$ cat src/rtl/fir_feeder.sv
// fir_feeder: FIFO-buffered sample sequencer that drives the fir core start/done handshake.
// Optional feature: define FIR_FEEDER_DROP_CNT_EN to add the saturating drop_cnt port.
module fir_feeder #(
    parameter int BITS    = 8,
    parameter int DEPTH   = 4,
    parameter int TIMEOUT = 64
) (
    input  logic            clk,
    input  logic            rst_n,
    input  logic            in_valid,
    input  logic [BITS-1:0] in_data,
    output logic            in_ready,
    output logic            fir_start,
    output logic [BITS-1:0] fir_x,
    input  logic            fir_done,
    input  logic [BITS-1:0] fir_y,
    output logic            out_valid,
    output logic [BITS-1:0] out_data,
    output logic            busy,
    output logic            timeout_err
`ifdef FIR_FEEDER_DROP_CNT_EN
    ,
    output logic [7:0]      drop_cnt
`endif
);

    localparam int PW = (DEPTH > 1) ? $clog2(DEPTH) : 1;
    localparam int CW = PW + 1;
    localparam int WW = $clog2(TIMEOUT + 1);
    localparam logic [CW-1:0] FULL    = CW'(DEPTH);
    localparam logic [WW-1:0] WD_LAST = WW'(TIMEOUT - 1);

    typedef enum logic [1:0] {
        IDLE,
        START,
        WAIT
    } state_t;

    state_t          state_q, state_d;
    logic [BITS-1:0] mem_q [DEPTH];
    logic [PW-1:0]   wr_ptr_q, wr_ptr_d;
    logic [PW-1:0]   rd_ptr_q, rd_ptr_d;
    logic [CW-1:0]   count_q, count_d;
    logic [WW-1:0]   wdog_q, wdog_d;
    logic            done_prev_q, done_prev_d;
    logic            in_ready_q, in_ready_d;
    logic            fir_start_q, fir_start_d;
    logic [BITS-1:0] fir_x_q, fir_x_d;
    logic            out_valid_q, out_valid_d;
    logic [BITS-1:0] out_data_q, out_data_d;
    logic            busy_q, busy_d;
    logic            timeout_err_q, timeout_err_d;

    logic push;
    logic pop;
    logic done_rise;
    logic complete;
    logic abort;

    always_comb begin
        push      = in_valid && in_ready_q;
        done_rise = fir_done && !done_prev_q;
        complete  = (state_q == WAIT) && done_rise;
        // Completion wins over an abort landing on the same cycle.
        abort     = (state_q == WAIT) && !done_rise && (wdog_q == WD_LAST);
        pop       = complete || abort;

        wr_ptr_d    = push ? wr_ptr_q + 1'b1 : wr_ptr_q;
        rd_ptr_d    = pop ? rd_ptr_q + 1'b1 : rd_ptr_q;
        done_prev_d = fir_done;

        unique case ({push, pop})
            2'b10:   count_d = count_q + 1'b1;
            2'b01:   count_d = count_q - 1'b1;
            default: count_d = count_q;
        endcase

        state_d       = state_q;
        fir_x_d       = fir_x_q;
        wdog_d        = wdog_q;
        out_valid_d   = 1'b0;
        out_data_d    = out_data_q;
        timeout_err_d = timeout_err_q;

        unique case (state_q)
            IDLE: begin
                if (count_q != '0) begin
                    fir_x_d = mem_q[rd_ptr_q];
                    state_d = START;
                end
            end
            START: begin
                wdog_d  = '0;
                state_d = WAIT;
            end
            WAIT: begin
                wdog_d = wdog_q + 1'b1;
                if (complete) begin
                    out_data_d  = fir_y;
                    out_valid_d = 1'b1;
                    state_d     = IDLE;
                end else if (abort) begin
                    timeout_err_d = 1'b1;
                    state_d       = IDLE;
                end
            end
            default: state_d = IDLE;
        endcase

        in_ready_d  = (count_d != FULL);
        busy_d      = (state_d != IDLE) || (count_d != '0);
        fir_start_d = (state_d == START);
    end

    always_ff @(posedge clk) begin
        if (push) begin
            mem_q[wr_ptr_q] <= in_data;
        end
    end

    always_ff @(posedge clk) begin
        if (!rst_n) begin
            state_q       <= IDLE;
            wr_ptr_q      <= '0;
            rd_ptr_q      <= '0;
            count_q       <= '0;
            wdog_q        <= '0;
            done_prev_q   <= 1'b0;
            in_ready_q    <= 1'b0;
            fir_start_q   <= 1'b0;
            fir_x_q       <= '0;
            out_valid_q   <= 1'b0;
            out_data_q    <= '0;
            busy_q        <= 1'b0;
            timeout_err_q <= 1'b0;
        end else begin
            state_q       <= state_d;
            wr_ptr_q      <= wr_ptr_d;
            rd_ptr_q      <= rd_ptr_d;
            count_q       <= count_d;
            wdog_q        <= wdog_d;
            done_prev_q   <= done_prev_d;
            in_ready_q    <= in_ready_d;
            fir_start_q   <= fir_start_d;
            fir_x_q       <= fir_x_d;
            out_valid_q   <= out_valid_d;
            out_data_q    <= out_data_d;
            busy_q        <= busy_d;
            timeout_err_q <= timeout_err_d;
        end
    end

    assign in_ready    = in_ready_q;
    assign fir_start   = fir_start_q;
    assign fir_x       = fir_x_q;
    assign out_valid   = out_valid_q;
    assign out_data    = out_data_q;
    assign busy        = busy_q;
    assign timeout_err = timeout_err_q;

`ifdef FIR_FEEDER_DROP_CNT_EN
    logic [7:0] drop_cnt_q, drop_cnt_d;

    always_comb begin
        drop_cnt_d = drop_cnt_q;
        if (in_valid && !in_ready_q && (drop_cnt_q != 8'hFF)) begin
            drop_cnt_d = drop_cnt_q + 8'd1;
        end
    end

    always_ff @(posedge clk) begin
        if (!rst_n) begin
            drop_cnt_q <= 8'd0;
        end else begin
            drop_cnt_q <= drop_cnt_d;
        end
    end

    assign drop_cnt = drop_cnt_q;
`endif

endmodule

$ cat config.mk
export PLATFORM = sky130hd
export DESIGN_NAME = fir_feeder
export DESIGN_NICKNAME = d
export VERILOG_FILES = /design/src/rtl/fir_feeder.sv
export SDC_FILE = /design/constraint.sdc
export NUM_CORES = 1
export LEC_CHECK = 0
export CORE_MARGIN = 3
export CORE_UTILIZATION = 60
export CTS_BUF_LIST = sky130_fd_sc_hd__clkbuf_4 sky130_fd_sc_hd__clkbuf_8
export CTS_CLUSTER_SIZE = 14
export DETAILED_ROUTE_END_ITERATION = 6
export GPL_TIMING_DRIVEN = 1
export PLACE_DENSITY = 0.89
export SETUP_SLACK_MARGIN = 0.02
export SYNTH_ARGS = -nofsm -noshare
export SYNTH_HDL_FRONTEND = slang
export SYNTH_SLANG_ARGS = --single-unit
$ cat constraint.sdc
create_clock -name clk -period 7.2 [get_ports clk]
set_clock_uncertainty 0.05 [all_clocks]
set_input_delay 1.44 -clock clk [delete_from_list [all_inputs] [get_ports clk]]
set_output_delay 1.44 -clock clk [all_outputs]
set_load 0.005 [all_outputs]
==> results of run 1 <==
==> cell usage after synthesis (4+ instances only) <==
master,instances
a21oi_1,21
nand2_1,35
nand3_1,11
dfxtp_1,38
ha_1,9
inv_1,10
xor2_1,5
buf_2,4
edfxtp_1,32
and3_1,4
mux4_2,8
nor2_1,19
==> cell families (layout without fill, tap and decap cells) <==
group                      Yosys count  after routing  share of synthesized area [%]
buffers and inverters               20             66                           3.40
adders and majority gates           10             10                           4.74
xor gates and xnor gates             8              8                           2.50
and+or+nand+nor                     84             84                           14.1
DFF                                 70             70                           61.5
AOI/OAI and AO/OA                   34             34                           7.25
muxes                                8              8                           6.44
==> power by group <==
part           leakage [nW]  internal (mW)  switching (mW)
Sequential            0.599          0.434          0.0118
Clock                0.0981          0.149           0.132
Combinational         0.482         0.0501          0.0548
Total                  1.18          0.633           0.199
==> layout by cell type (no fill, tap or decap) <==
cell type / count
clkdlybuf4s50_1: 40
dfxtp_1: 38
nand2_1: 35
edfxtp_1: 32
a21oi_1: 21
nor2_1: 19
nand3_1: 11
inv_1: 10
clkbuf_8: 10
ha_1: 9
mux4_2: 8
xor2_1: 5
and3_1: 4
clkbuf_4: 4
xnor2_1: 3
nand4_1: 3
nor3_1: 2
o21ai_0: 2
and2_1: 2
a31oi_1: 2
clkinv_2: 2
nor2b_1: 1
nand3_2: 1
nor3_4: 1
o21a_2: 1
o31a_1: 1
o31ai_2: 1
nand2b_1: 1
o221ai_1: 1
o211a_1: 1
or3_1: 1
nand3b_1: 1
o22ai_1: 1
or2_1: 1
a21boi_1: 1
o21a_1: 1
nor3b_2: 1
o21ai_1: 1
fa_1: 1
==> routing by layer <==
metal,global-route usage [%],routed length (um),up-vias
met5,0,0,-
met4,14.0,137,0
met3,5.95,297,12
met2,33.0,2630,58
met1,27.8,2210,875
li1,-,-,909
==> worst register-to-register path, cell delays in order, from the launching register on <==
cell and delay (ns):
dfxtp_1 0.33, inv_1 0.14, ha_1 0.58, o21a_2 0.27, ha_1 0.18, inv_1 0.06, fa_1 0.38, xor2_1 0.15
nor2_1 0.12, xnor2_1 0.17, nor3b_2 0.20, o21ai_1 0.07
==> state kept, by name, indices dropped and copies added, names as in the netlist <==
name / count
done_prev_q: 1
timeout_err: 1
fir_x: 8
fir_start: 1
state_q: 2
count_q: 3
busy: 1
out_data: 8
rd_ptr_q: 2
wr_ptr_q: 2
mem_q: 32
in_ready: 1
wdog_q: 7
out_valid: 1
==> stage by stage <==
step                      hold slack (ns)  setup slack, ns
after floorplan                     0.403             3.89
after global placement              0.392             3.00
after detailed placement            0.400             2.95
after CTS                           0.409             3.29
after global routing                0.429             3.09
final                               0.403             3.25
==> path summary, 6_finish.rpt <==
| path | from | to | slack, ns |
|---|---|---|---|
| max | fir_done | busy | 3.25 |
| min | fir_x[5] | fir_x[5] | 0.40 |
| max reg2reg | state_q[0] | busy | 4.38 |
| min reg2reg | fir_x[5] | fir_x[5] | 0.40 |
==> final cells by class <==
class	count	area (sq um)
inverter	10	37.5
timing repair buffer	40	400
fill	286	1030
clock buffer	14	168
tap	52	65.1
clock inverter	2	10.0
sequential	70	1720
multi-input combinational	144	981
==> impl_metrics.sql, run 1 <==
INSERT INTO impl_metrics (metric_group, metric, value, unit) VALUES
('run_status', 'outcome', 'complete, no violations', ''),
('pwr', 'maximum_vdd_drop', '0.151', 'mV'),
('clocking', 'cts.reportedPaths.clkPinSlew', '0.07', 'ns'),
('timing', 'maxSlewViolCount', '0', ''),
('timing', 'setup_viol', '0', ''),
('placed_design', 'io_buffer_count', '40', ''),
('clocking', 'htree_levels', '3', ''),
('pwr', 'total_leakage_power', '1.18', 'nW'),
('worst_setup_path', 'worst_ep_arrival_time', '4.09', 'ns'),
('clocking', 'cts-root-to-sink-buffers', '2', ''),
('pwr', 'power_density', '246', 'nW/um^2'),
('clocking', 'hold_buffers', '0', ''),
('global_routing', 'gr-usage-all-layers', '21.8', '%'),
('placed_design', 'globalplace.congestion', '0.757', ''),
('synthesis', 'synth_largest_type_area_fraction', '34.3', '%'),
('worst_setup_path', 'reg2reg_depth', '11', ''),
('clocking', 'clock-root-buffer', 'clkbuf_8', ''),
('clocking', 'post_cts.resized_instances', '0', ''),
('placed_design', 'hpwlAfterDp', '3610', 'um'),
('timing', 'worst-slew-pin-transition', '0.890', 'ns'),
('detailed_routing', 'detail_route.wl_per_cell', '15.9', 'um'),
('min_path', 'timing.hold.worst.class', 'reg -> reg', ''),
('clocking', 'cts.repair_timing.setup_buffer_count', '0', ''),
('floorplanning', 'dieArea', '5520', 'sq um'),
('worst_setup_path', 'worstSetupPathDepth', '11', ''),
('detailed_routing', 'final_antenna_net_count', '0', ''),
('worst_setup_path', 'worstSetupStartpointType', 'input pin', ''),
('synthesis', 'syn-num-nets', '264', ''),
('flow_run', 'max_cap_viol_count', '0', ''),
('timing', 'tns', '0', 'ns'),
('synthesis', 'post_synth.cell_area_avg', '12.0', 'sq um'),
('global_routing', 'pin_count_of_the_biggest_net_entering_global_routing', '31', ''),
('synthesis', 'ys_seq_elements', '70', ''),
('clocking', 'cts_tree', 'yes', ''),
('floorplanning', 'row_count', '24', ''),
('global_routing', 'grt-ovfl-total', '0', ''),
('detailed_routing', 'dr.first_iter.drc_count', '154', ''),
('global_routing', 'grt_antenna_before_repair', '0', ''),
('synthesis', 'ys_seq_area_share', '61.5', '%'),
('synthesis', 'synth_cells', '234', ''),
('clocking', 'cts_num_sinks', '70', ''),
('worst_setup_path', 'endpoint_kind_of_the_worst_setup_timing_path', 'flip-flop', ''),
('synthesis', 'async_flop_share', '0', '%'),
('worst_setup_path', 'worst_path_buffer_plus_inverter_count', '2', ''),
('cells_and_area', 'nets', '305', ''),
('cells_and_area', 'num_antenna_cells', '0', ''),
('synthesis', 'synth-main-ff-cell', 'dfxtp_1', ''),
('worst_setup_path', 'critical_path.max_stage_delay', '0.57', 'ns'),
('floorplanning', 'initial_utilization', '63.4', '%'),
('synthesis', 'yosys-top-cells-area', 'edfxtp_1 (34%), dfxtp_1 (27%), mux4_2 (6.4%), nand2_1 (4.7%), ha_1 (4.0%)', ''),
('cells_and_area', 'flow.area_growth_from_synthesis', '20.9', '%'),
('cells_and_area', 'layoutNonFillerInstCount', '332', ''),
('floorplanning', 'core_region_area', '4410', 'sq um'),
('floorplanning', 'chip_width', '74.3', 'um'),
('timing', 'final_min_period_over_clock_period', '54.8', '%'),
('timing', 'fin_crit', '3.95', 'ns'),
('min_path', 'timing.hold.worst_path_depth', '2', ''),
('timing', 'clock.fmax', '253', 'MHz'),
('worst_setup_path', 'worstSetupPathType', 'in -> reg', ''),
('worst_setup_path', 'critical_path_peak_fanout', '11', ''),
('global_routing', 'grt_pass1_vias', '1867', ''),
('global_routing', 'grt_first_pass_wirelength', '8670', 'um'),
('clocking', 'cts_buffers', '9', ''),
('floorplanning', 'die_h', '74.3', 'um'),
('synthesis', 'number_of_enable_type_register_cells_in_the_synthesized_netlist', '32', ''),
('timing', 'timing_hold_violations_final', '0', ''),
('worst_setup_path', 'critPathRequiredTime', '7.34', 'ns'),
('cells_and_area', 'final_core_utilization', '76.6', '%'),
('placed_design', 'cells_after_dpl', '316', ''),
('worst_setup_path', 'crit_slowest_cell', 'nor2b_1', ''),
('detailed_routing', 'drt_pass1_iterations', '4', '');
No activity file was read; power rests on OpenSTA's default activity.
==> run 2: changes to the inputs <==
--- a/config.mk
+++ b/config.mk
@@ -6,12 +6,12 @@
 export NUM_CORES = 1
 export LEC_CHECK = 0
 export CORE_MARGIN = 3
-export CORE_UTILIZATION = 60
+export CORE_UTILIZATION = 56
 export CTS_BUF_LIST = sky130_fd_sc_hd__clkbuf_4 sky130_fd_sc_hd__clkbuf_8
 export CTS_CLUSTER_SIZE = 14
 export DETAILED_ROUTE_END_ITERATION = 6
 export GPL_TIMING_DRIVEN = 1
-export PLACE_DENSITY = 0.89
+export PLACE_DENSITY = 0.84
 export SETUP_SLACK_MARGIN = 0.02
 export SYNTH_ARGS = -nofsm -noshare
 export SYNTH_HDL_FRONTEND = slang
==> constraint.sdc (replaced) <==
create_clock -name clk -period 4 [get_ports clk]
set_clock_uncertainty 0.05 [all_clocks]
set_input_delay 0.8 -clock clk [delete_from_list [all_inputs] [get_ports clk]]
set_output_delay 0.8 -clock clk [all_outputs]
set_load 0.005 [all_outputs]
==> run 2 against run 1 <==
Wire length down 6.1%. Critical endpoint unchanged. Largest cell class unchanged. Count of clock-buffer cells in the layout down 2. Combinational power rose by 78%. Cell count grew 5.1%. Worst setup slack lost 2.1 ns. Total power up 79%. Core utilization is 5.2 points lower. Critical path depth did not move. Register-to-register slack worse by 3.3 ns. Worst hold slack improved by 0.0038 ns.
==> impl_metrics.sql, run 2 (synthesis results as in run 1) <==
INSERT INTO impl_metrics (metric_group, metric, value, unit) VALUES
('run_status', 'outcome', 'complete, no violations', ''),
('timing', 'final_min_period_over_clock_period', '71.8', '%'),
('global_routing', 'grt_pass1_vias', '1797', ''),
('clocking', 'clock_latency', '0.34', 'ns'),
('timing', 'unrepaired_setup_endpoints_after_global_routing', 'no', ''),
('clocking', 'post_cts.resized_instances', '0', ''),
('cells_and_area', 'largest_register_ffs', '32', ''),
('cells_and_area', 'layout.cells.most_common', 'clkdlybuf4s50_1', ''),
('cells_and_area', 'num_antenna_cells', '0', ''),
('global_routing', 'grt_antenna_before_repair', '0', ''),
('cells_and_area', 'nets', '307', ''),
('pwr', 'power_density', '436', 'nW/um^2'),
('floorplanning', 'core_region_area', '4790', 'sq um'),
('placed_design', 'io_buffer_count', '40', ''),
('detailed_routing', 'drc_errors', '0', ''),
('clocking', 'hold_buffers', '0', ''),
('timing', 'tns', '0', 'ns'),
('worst_setup_path', 'worst_ep_arrival_time', '3.02', 'ns'),
('detailed_routing', 'dr_total_vias', '1803', ''),
('cells_and_area', 'mostFrequentLayoutCells', 'clkdlybuf4s50_1 (40), dfxtp_1 (38), nand2_1 (35)', ''),
('detailed_routing', 'detail_route.wl_per_cell', '14.2', 'um'),
('floorplanning', 'initial_utilization', '58.5', '%'),
('floorplanning', 'chip_width', '76.7', 'um'),
('pwr', 'maximum_vdd_drop', '0.262', 'mV'),
('global_routing', 'grt_first_pass_wirelength', '8370', 'um'),
('pwr', 'total_leakage_power', '1.18', 'nW'),
('timing', 'setup_viol', '0', ''),
('min_path', 'worst_hold_path.endpoint', 'fir_x[5]', ''),
('placed_design', 'placement.setup.worst_slack', '0.810', 'ns'),
('timing', 'clock.fmax', '348', 'MHz'),
('placed_design', 'hpwlAfterDp', '3500', 'um'),
('cells_and_area', 'flow.area_growth_from_synthesis', '22.1', '%'),
('worst_setup_path', 'critical_path.max_stage_delay', '0.60', 'ns'),
('timing', 'worst-slew-pin-transition', '0.650', 'ns'),
('cells_and_area', 'regMostFlops', 'mem_q', ''),
('worst_setup_path', 'worst_path_dominant_cell_family', 'adder cells', ''),
('clocking', 'cts_num_sinks', '70', ''),
('timing', 'slew-limit-headroom', '56.6', '%'),
('worst_setup_path', 'endpoint_kind_of_the_worst_setup_timing_path', 'flip-flop', ''),
('detailed_routing', 'final_antenna_net_count', '0', ''),
('timing', 'finalWorstSetupSlack', '1.13', 'ns'),
('pwr', 'total_power', '1.49', 'mW'),
('min_path', 'hold_path.startpoint', 'fir_x[5]', ''),
('worst_setup_path', 'critical_path_peak_fanout', '19', ''),
('placed_design', 'globalplace.congestion', '0.733', ''),
('floorplanning', 'top_level_ports', '41', ''),
('detailed_routing', 'routed_wl', '4960', 'um'),
('worst_setup_path', 'worstSetupStartpointType', 'flip-flop', ''),
('flow_run', 'max_cap_viol_count', '0', ''),
('worst_setup_path', 'worst_path_buffer_plus_inverter_count', '2', ''),
('floorplanning', 'die_h', '76.7', 'um'),
('worst_setup_path', 'crit_slowest_cell', 'ha_1', ''),
('clocking', 'cts.repair_timing.setup_buffer_count', '0', ''),
('detailed_routing', 'drt_pass1_iterations', '4', ''),
('global_routing', 'pin_count_of_the_biggest_net_entering_global_routing', '21', ''),
('timing', 'fin_crit', '2.87', 'ns'),
('clocking', 'cts.reportedPaths.clkPinSlew', '0.08', 'ns'),
('detailed_routing', 'drt-vias-per-instance', '5.17', ''),
('cells_and_area', 'final_layout_size_suffix_gt1_share', '11.0', '%'),
('worst_setup_path', 'timing.critical_path.cells', 'inv_1 -> ha_1 -> o21a_2 -> ha_1 -> inv_1 -> fa_1 -> xor2_1 -> nor2_1 -> xnor2_1 -> nor3b_2 -> o21ai_1', ''),
('timing', 'maxSlewViolCount', '0', ''),
('floorplanning', 'dieArea', '5880', 'sq um'),
('global_routing', 'gr-usage-all-layers', '18.7', '%'),
('worst_setup_path', 'reg2reg_depth', '11', ''),
('clocking', 'clock-root-buffer', 'clkbuf_8', ''),
('clocking', 'cts_tree', 'yes', ''),
('worst_setup_path', 'critPathRequiredTime', '4.15', 'ns'),
('floorplanning', 'row_count', '25', ''),
('clocking', 'cts-root-to-sink-buffers', '2', ''),
('clocking', 'cts_buffers', '9', ''),
('worst_setup_path', 'r2r_slack', '1.13', 'ns'),
('worst_setup_path', 'reg2reg_to', 'busy', ''),
('timing', 'timing_hold_violations_final', '0', ''),
('worst_setup_path', 'worstSetupPathType', 'reg -> reg', ''),
('worst_setup_path', 'worst_r2r_startpoint', 'state_q[0]', ''),
('detailed_routing', 'dr.first_iter.drc_count', '91', ''),
('clocking', 'htree_levels', '3', ''),
('global_routing', 'grt-ovfl-total', '0', ''),
('min_path', 'timing.hold.worst_path_depth', '2', ''),
('min_path', 'timing.hold.worst.class', 'reg -> reg', '');
-- run 2: cell types whose count changed in the layout (fill, tap and decap cells not counted), sizes merged --
cell / delta
clkinvlp: +2
clkbuf: -2
buf: +2
-- run 2: cell type report --
| cell class | instances | area [sq um] |
|---|---|---|
| Clock buffer | 12 | 153 |
| Clock inverter | 4 | 25.0 |
| Fill cell | 330 | 1370 |
| Inverter | 10 | 37.5 |
| Multi-Input combinational cell | 144 | 981 |
| Sequential cell | 70 | 1720 |
| Tap cell | 67 | 83.8 |
| Timing Repair Buffer | 42 | 415 |
-- run 2: worst reg2reg max path, cell delays in order (launching register included) --
cell     delay, ns
dfxtp_1       0.32
inv_1         0.13
ha_1          0.60
o21a_2        0.27
ha_1          0.18
inv_1         0.06
fa_1          0.37
xor2_1        0.16
nor2_1        0.15
xnor2_1       0.19
nor3b_2       0.21
o21ai_1       0.07
-- run 2: how the worst max path moves through the flow --
stage                          start    to  cells after the start  slack [ns]
after floorplan             fir_done  busy                     11        1.33
after global placement      fir_done  busy                     11        0.92
after detailed placement    fir_done  busy                     11        0.81
after CTS                 state_q[0]  busy                     11        1.12
after global routing      state_q[0]  busy                     11        0.88
final                     state_q[0]  busy                     11        1.13
-- run 2: per-layer routing --
layer  vias to the layer above  global-route usage [%]  part of all wire, %
met5                         -                       0                    0
met4                         0                    7.61                  1.4
met2                        27                    29.9                   49
li1                        909                       -                    -
met3                         8                    6.46                  3.9
met1                       859                    23.2                   46
-- run 2: report_power, final --
part           switching [mW]  total (mW)  internal, mW
clock network           0.246       0.500         0.254
registers              0.0201       0.802         0.781
logic                  0.0956       0.187        0.0913
-- run 2: stage by stage --
stage	utilization [%]	hold WS (ns)	cells	area, sq um
after CTS	71.4	0.406	349	3420
final	71.4	0.407	349	3420
after global routing	71.4	0.420	349	3420
after detailed placement	67.7	0.396	333	3240
after floorplan	-	0.403	234	2800
after global placement	67.7	0.391	333	3240
==> run 3: changes to the inputs <==
--- a/config.mk
+++ b/config.mk
@@ -6,12 +6,12 @@
 export NUM_CORES = 1
 export LEC_CHECK = 0
 export CORE_MARGIN = 3
-export CORE_UTILIZATION = 56
+export CORE_UTILIZATION = 50
 export CTS_BUF_LIST = sky130_fd_sc_hd__clkbuf_4 sky130_fd_sc_hd__clkbuf_8
 export CTS_CLUSTER_SIZE = 14
 export DETAILED_ROUTE_END_ITERATION = 6
 export GPL_TIMING_DRIVEN = 1
-export PLACE_DENSITY = 0.84
+export PLACE_DENSITY = 0.79
 export SETUP_SLACK_MARGIN = 0.02
 export SYNTH_ARGS = -nofsm -noshare
 export SYNTH_HDL_FRONTEND = slang
==> constraint.sdc (replaced) <==
create_clock -name clk -period 2.35 [get_ports clk]
set_clock_uncertainty 0.05 [all_clocks]
set_input_delay 0.47 -clock clk [delete_from_list [all_inputs] [get_ports clk]]
set_output_delay 0.47 -clock clk [all_outputs]
set_load 0.005 [all_outputs]
==> run 3 against run 2 <==
Critical path depth increased by 1. Die area up 11%. Design area is 4.7% higher. Cell count rose by 4.3%. Register-to-register slack got worse by 1.1 ns. Worst setup slack got worse by 1.1 ns. Sequential share of layout area is 2.1 points lower.
==> impl_metrics.sql, run 3 (synthesis results as in run 1) <==
INSERT INTO impl_metrics (metric_group, metric, value, unit) VALUES
('run_status', 'outcome', 'complete, no violations', ''),
('global_routing', 'grt_first_pass_wirelength', '8220', 'um'),
('timing', 'fin_crit', '2.28', 'ns'),
('detailed_routing', 'drt-vias-per-instance', '5.04', ''),
('detailed_routing', 'detail_route.wl_per_cell', '14.0', 'um'),
('flow_run', 'max_cap_viol_count', '0', ''),
('worst_setup_path', 'worst_ep_arrival_time', '2.44', 'ns'),
('worst_setup_path', 'endpoint_kind_of_the_worst_setup_timing_path', 'flip-flop', ''),
('worst_setup_path', 'timing.critical_path.cells', 'ha_4 -> nand2_4 -> nor3_4 -> o21a_2 -> ha_4 -> inv_2 -> fa_2 -> nand2_1 -> nor2_2 -> a31oi_1 -> nor3b_2 -> o21ai_1', ''),
('floorplanning', 'dieArea', '6530', 'sq um'),
('worst_setup_path', 'critical_path_peak_fanout', '2', ''),
('worst_setup_path', 'worst_r2r_startpoint', 'wdog_q[0]', ''),
('cells_and_area', 'num_antenna_cells', '0', ''),
('pwr', 'power_density', '727', 'nW/um^2'),
('worst_setup_path', 'worstSetupStartpointType', 'flip-flop', ''),
('global_routing', 'grt_antenna_before_repair', '0', ''),
('placed_design', 'io_buffer_count', '40', ''),
('clocking', 'clock-root-buffer', 'clkbuf_8', ''),
('clocking', 'cts.reportedPaths.clkPinSlew', '0.07', 'ns'),
('worst_setup_path', 'worstSetupPathType', 'reg -> reg', ''),
('clocking', 'clock_latency', '0.33', 'ns'),
('worst_setup_path', 'timing.critical_path.from', 'wdog_q[0]', ''),
('worst_setup_path', 'crit_slowest_cell', 'fa_2', ''),
('cells_and_area', 'nets', '319', ''),
('worst_setup_path', 'critical_path.max_stage_delay', '0.52', 'ns'),
('global_routing', 'grt-ovfl-total', '0', ''),
('cells_and_area', 'regMostFlops', 'mem_q', ''),
('cells_and_area', 'flow.area_growth_from_synthesis', '27.9', '%'),
('cells_and_area', 'mostFrequentLayoutCells', 'clkdlybuf4s50_1 (39), nand2_1 (34), dfxtp_1 (33)', ''),
('clocking', 'cts_buffers', '9', ''),
('worst_setup_path', 'critPathRequiredTime', '2.51', 'ns'),
('detailed_routing', 'drc_errors', '0', ''),
('min_path', 'timing.hold.worst.class', 'reg -> reg', ''),
('timing', 'maxSlewViolCount', '0', ''),
('clocking', 'cts_num_sinks', '70', ''),
('worst_setup_path', 'cp-endpoint', 'busy', ''),
('floorplanning', 'row_count', '26', ''),
('floorplanning', 'core_region_area', '5270', 'sq um'),
('clocking', 'hold_buffers', '0', ''),
('pwr', 'total_leakage_power', '1.27', 'nW'),
('worst_setup_path', 'reg2reg_to', 'busy', ''),
('clocking', 'cts_tree', 'yes', ''),
('global_routing', 'pin_count_of_the_biggest_net_entering_global_routing', '19', ''),
('detailed_routing', 'final_antenna_net_count', '0', ''),
('floorplanning', 'die_h', '80.8', 'um'),
('worst_setup_path', 'r2r_slack', '0.07', 'ns'),
('floorplanning', 'top_level_ports', '41', ''),
('detailed_routing', 'dr.first_iter.drc_count', '107', ''),
('clocking', 'htree_levels', '3', ''),
('pwr', 'maximum_vdd_drop', '0.425', 'mV'),
('timing', 'final_min_period_over_clock_period', '97.0', '%'),
('clocking', 'cts-root-to-sink-buffers', '2', ''),
('detailed_routing', 'routed_wl', '5110', 'um'),
('worst_setup_path', 'cpMostUsedCell', 'ha_4', ''),
('timing', 'slew-limit-headroom', '53.9', '%'),
('worst_setup_path', 'reg2reg_depth', '12', ''),
('placed_design', 'hpwlAfterDp', '3540', 'um'),
('floorplanning', 'chip_width', '80.8', 'um'),
('timing', 'worst-slew-pin-transition', '0.687', 'ns'),
('timing', 'unrepaired_setup_endpoints_after_global_routing', 'yes', ''),
('detailed_routing', 'drt_pass1_iterations', '4', ''),
('timing', 'setup_viol', '0', ''),
('global_routing', 'gr-usage-all-layers', '17.1', '%'),
('detailed_routing', 'dr_total_vias', '1836', ''),
('timing', 'clock.fmax', '439', 'MHz'),
('cells_and_area', 'layout.cells.most_common', 'clkdlybuf4s50_1', ''),
('placed_design', 'globalplace.congestion', '0.730', ''),
('floorplanning', 'initial_utilization', '53.1', '%'),
('timing', 'timing_hold_violations_final', '0', ''),
('cells_and_area', 'final_layout_size_suffix_gt1_share', '17.7', '%'),
('cells_and_area', 'largest_register_ffs', '32', ''),
('placed_design', 'placement.setup.worst_slack', '-0.396', 'ns'),
('timing', 'tns', '0', 'ns'),
('global_routing', 'grt_pass1_vias', '1775', ''),
('timing', 'finalWorstSetupSlack', '0.0707', 'ns');
run 3: cell types whose count changed in the layout (fill, tap and decap cells not counted), moves of 4 or more:
| cell | delta |
|---|---|
| buf_4 | +12 |
| clkinv_1 | +4 |
| dfxtp_2 | +5 |
| dfxtp_1 | -5 |
run 3: timing repair:
action                     in CTS  in global routing
gates resized for setup         6                  6
pin swaps                       5                  1
setup endpoints to repair       2                  2
cloned                          0                  0
setup buffers                   2                  0
run 3: worst min path at each step:
stage / endpoint / cells past startpoint / from
after global routing: fir_x[2] / 2 / fir_x[2]
after floorplan: fir_x[0] / 2 / fir_x[0]
final: out_data[6] / 2 / out_data[6]
after global placement: fir_x[1] / 2 / fir_x[1]
after detailed placement: fir_x[4] / 2 / fir_x[4]
after CTS: fir_x[4] / 2 / fir_x[4]
run 3: area by class of cell:
cell class | count | area, sq um
repair buffers | 54 | 504
inverters | 10 | 37.5
clock buffers | 10 | 131
flip-flops and latches | 70 | 1730
clock inverters | 6 | 52.6
well taps | 70 | 87.6
multi-input cells | 144 | 1040
fillers | 414 | 1690
run 3: stage by stage:
step | hold WS (ns) | cells | util (%) | area, sq um | total power [mW]
2_1_floorplan | 0.403 | 234 | - | 2820 | 1.57
3_3_place_gp | 0.392 | 346 | 63.4 | 3340 | 1.71
3_5_place_dp | 0.397 | 346 | 63.4 | 3340 | 1.72
4_1_cts | 0.406 | 364 | 67.5 | 3560 | 2.61
5_1_grt | 0.421 | 364 | 67.9 | 3580 | 2.72
6_report | 0.405 | 364 | 67.9 | 3580 | 2.60
run 3: routing by layer:
layer | vias to the layer above | share of wire [%] | track usage (%)
li1 | 934 | - | -
met1 | 864 | 45 | 21.5
met2 | 29 | 50 | 27.8
met3 | 9 | 3.2 | 3.66
met4 | 0 | 1.6 | 8.95
met5 | - | 0 | 0
run 3: worst max-delay path: cells and delay by family, from the launching register on:
family,cells,cell delay [ns]
DFF,1,0.35
adders and majority gates,3,0.81
AOI/OAI and AO/OA,3,0.33
and+or+nand+nor,5,0.59
buffers and inverters,1,0.03
run 3: power breakdown:
part / internal (mW) / switching, mW
Combinational: 0.167 / 0.168
Clock: 0.488 / 0.414
Sequential: 1.33 / 0.0322
Total: 1.99 / 0.614
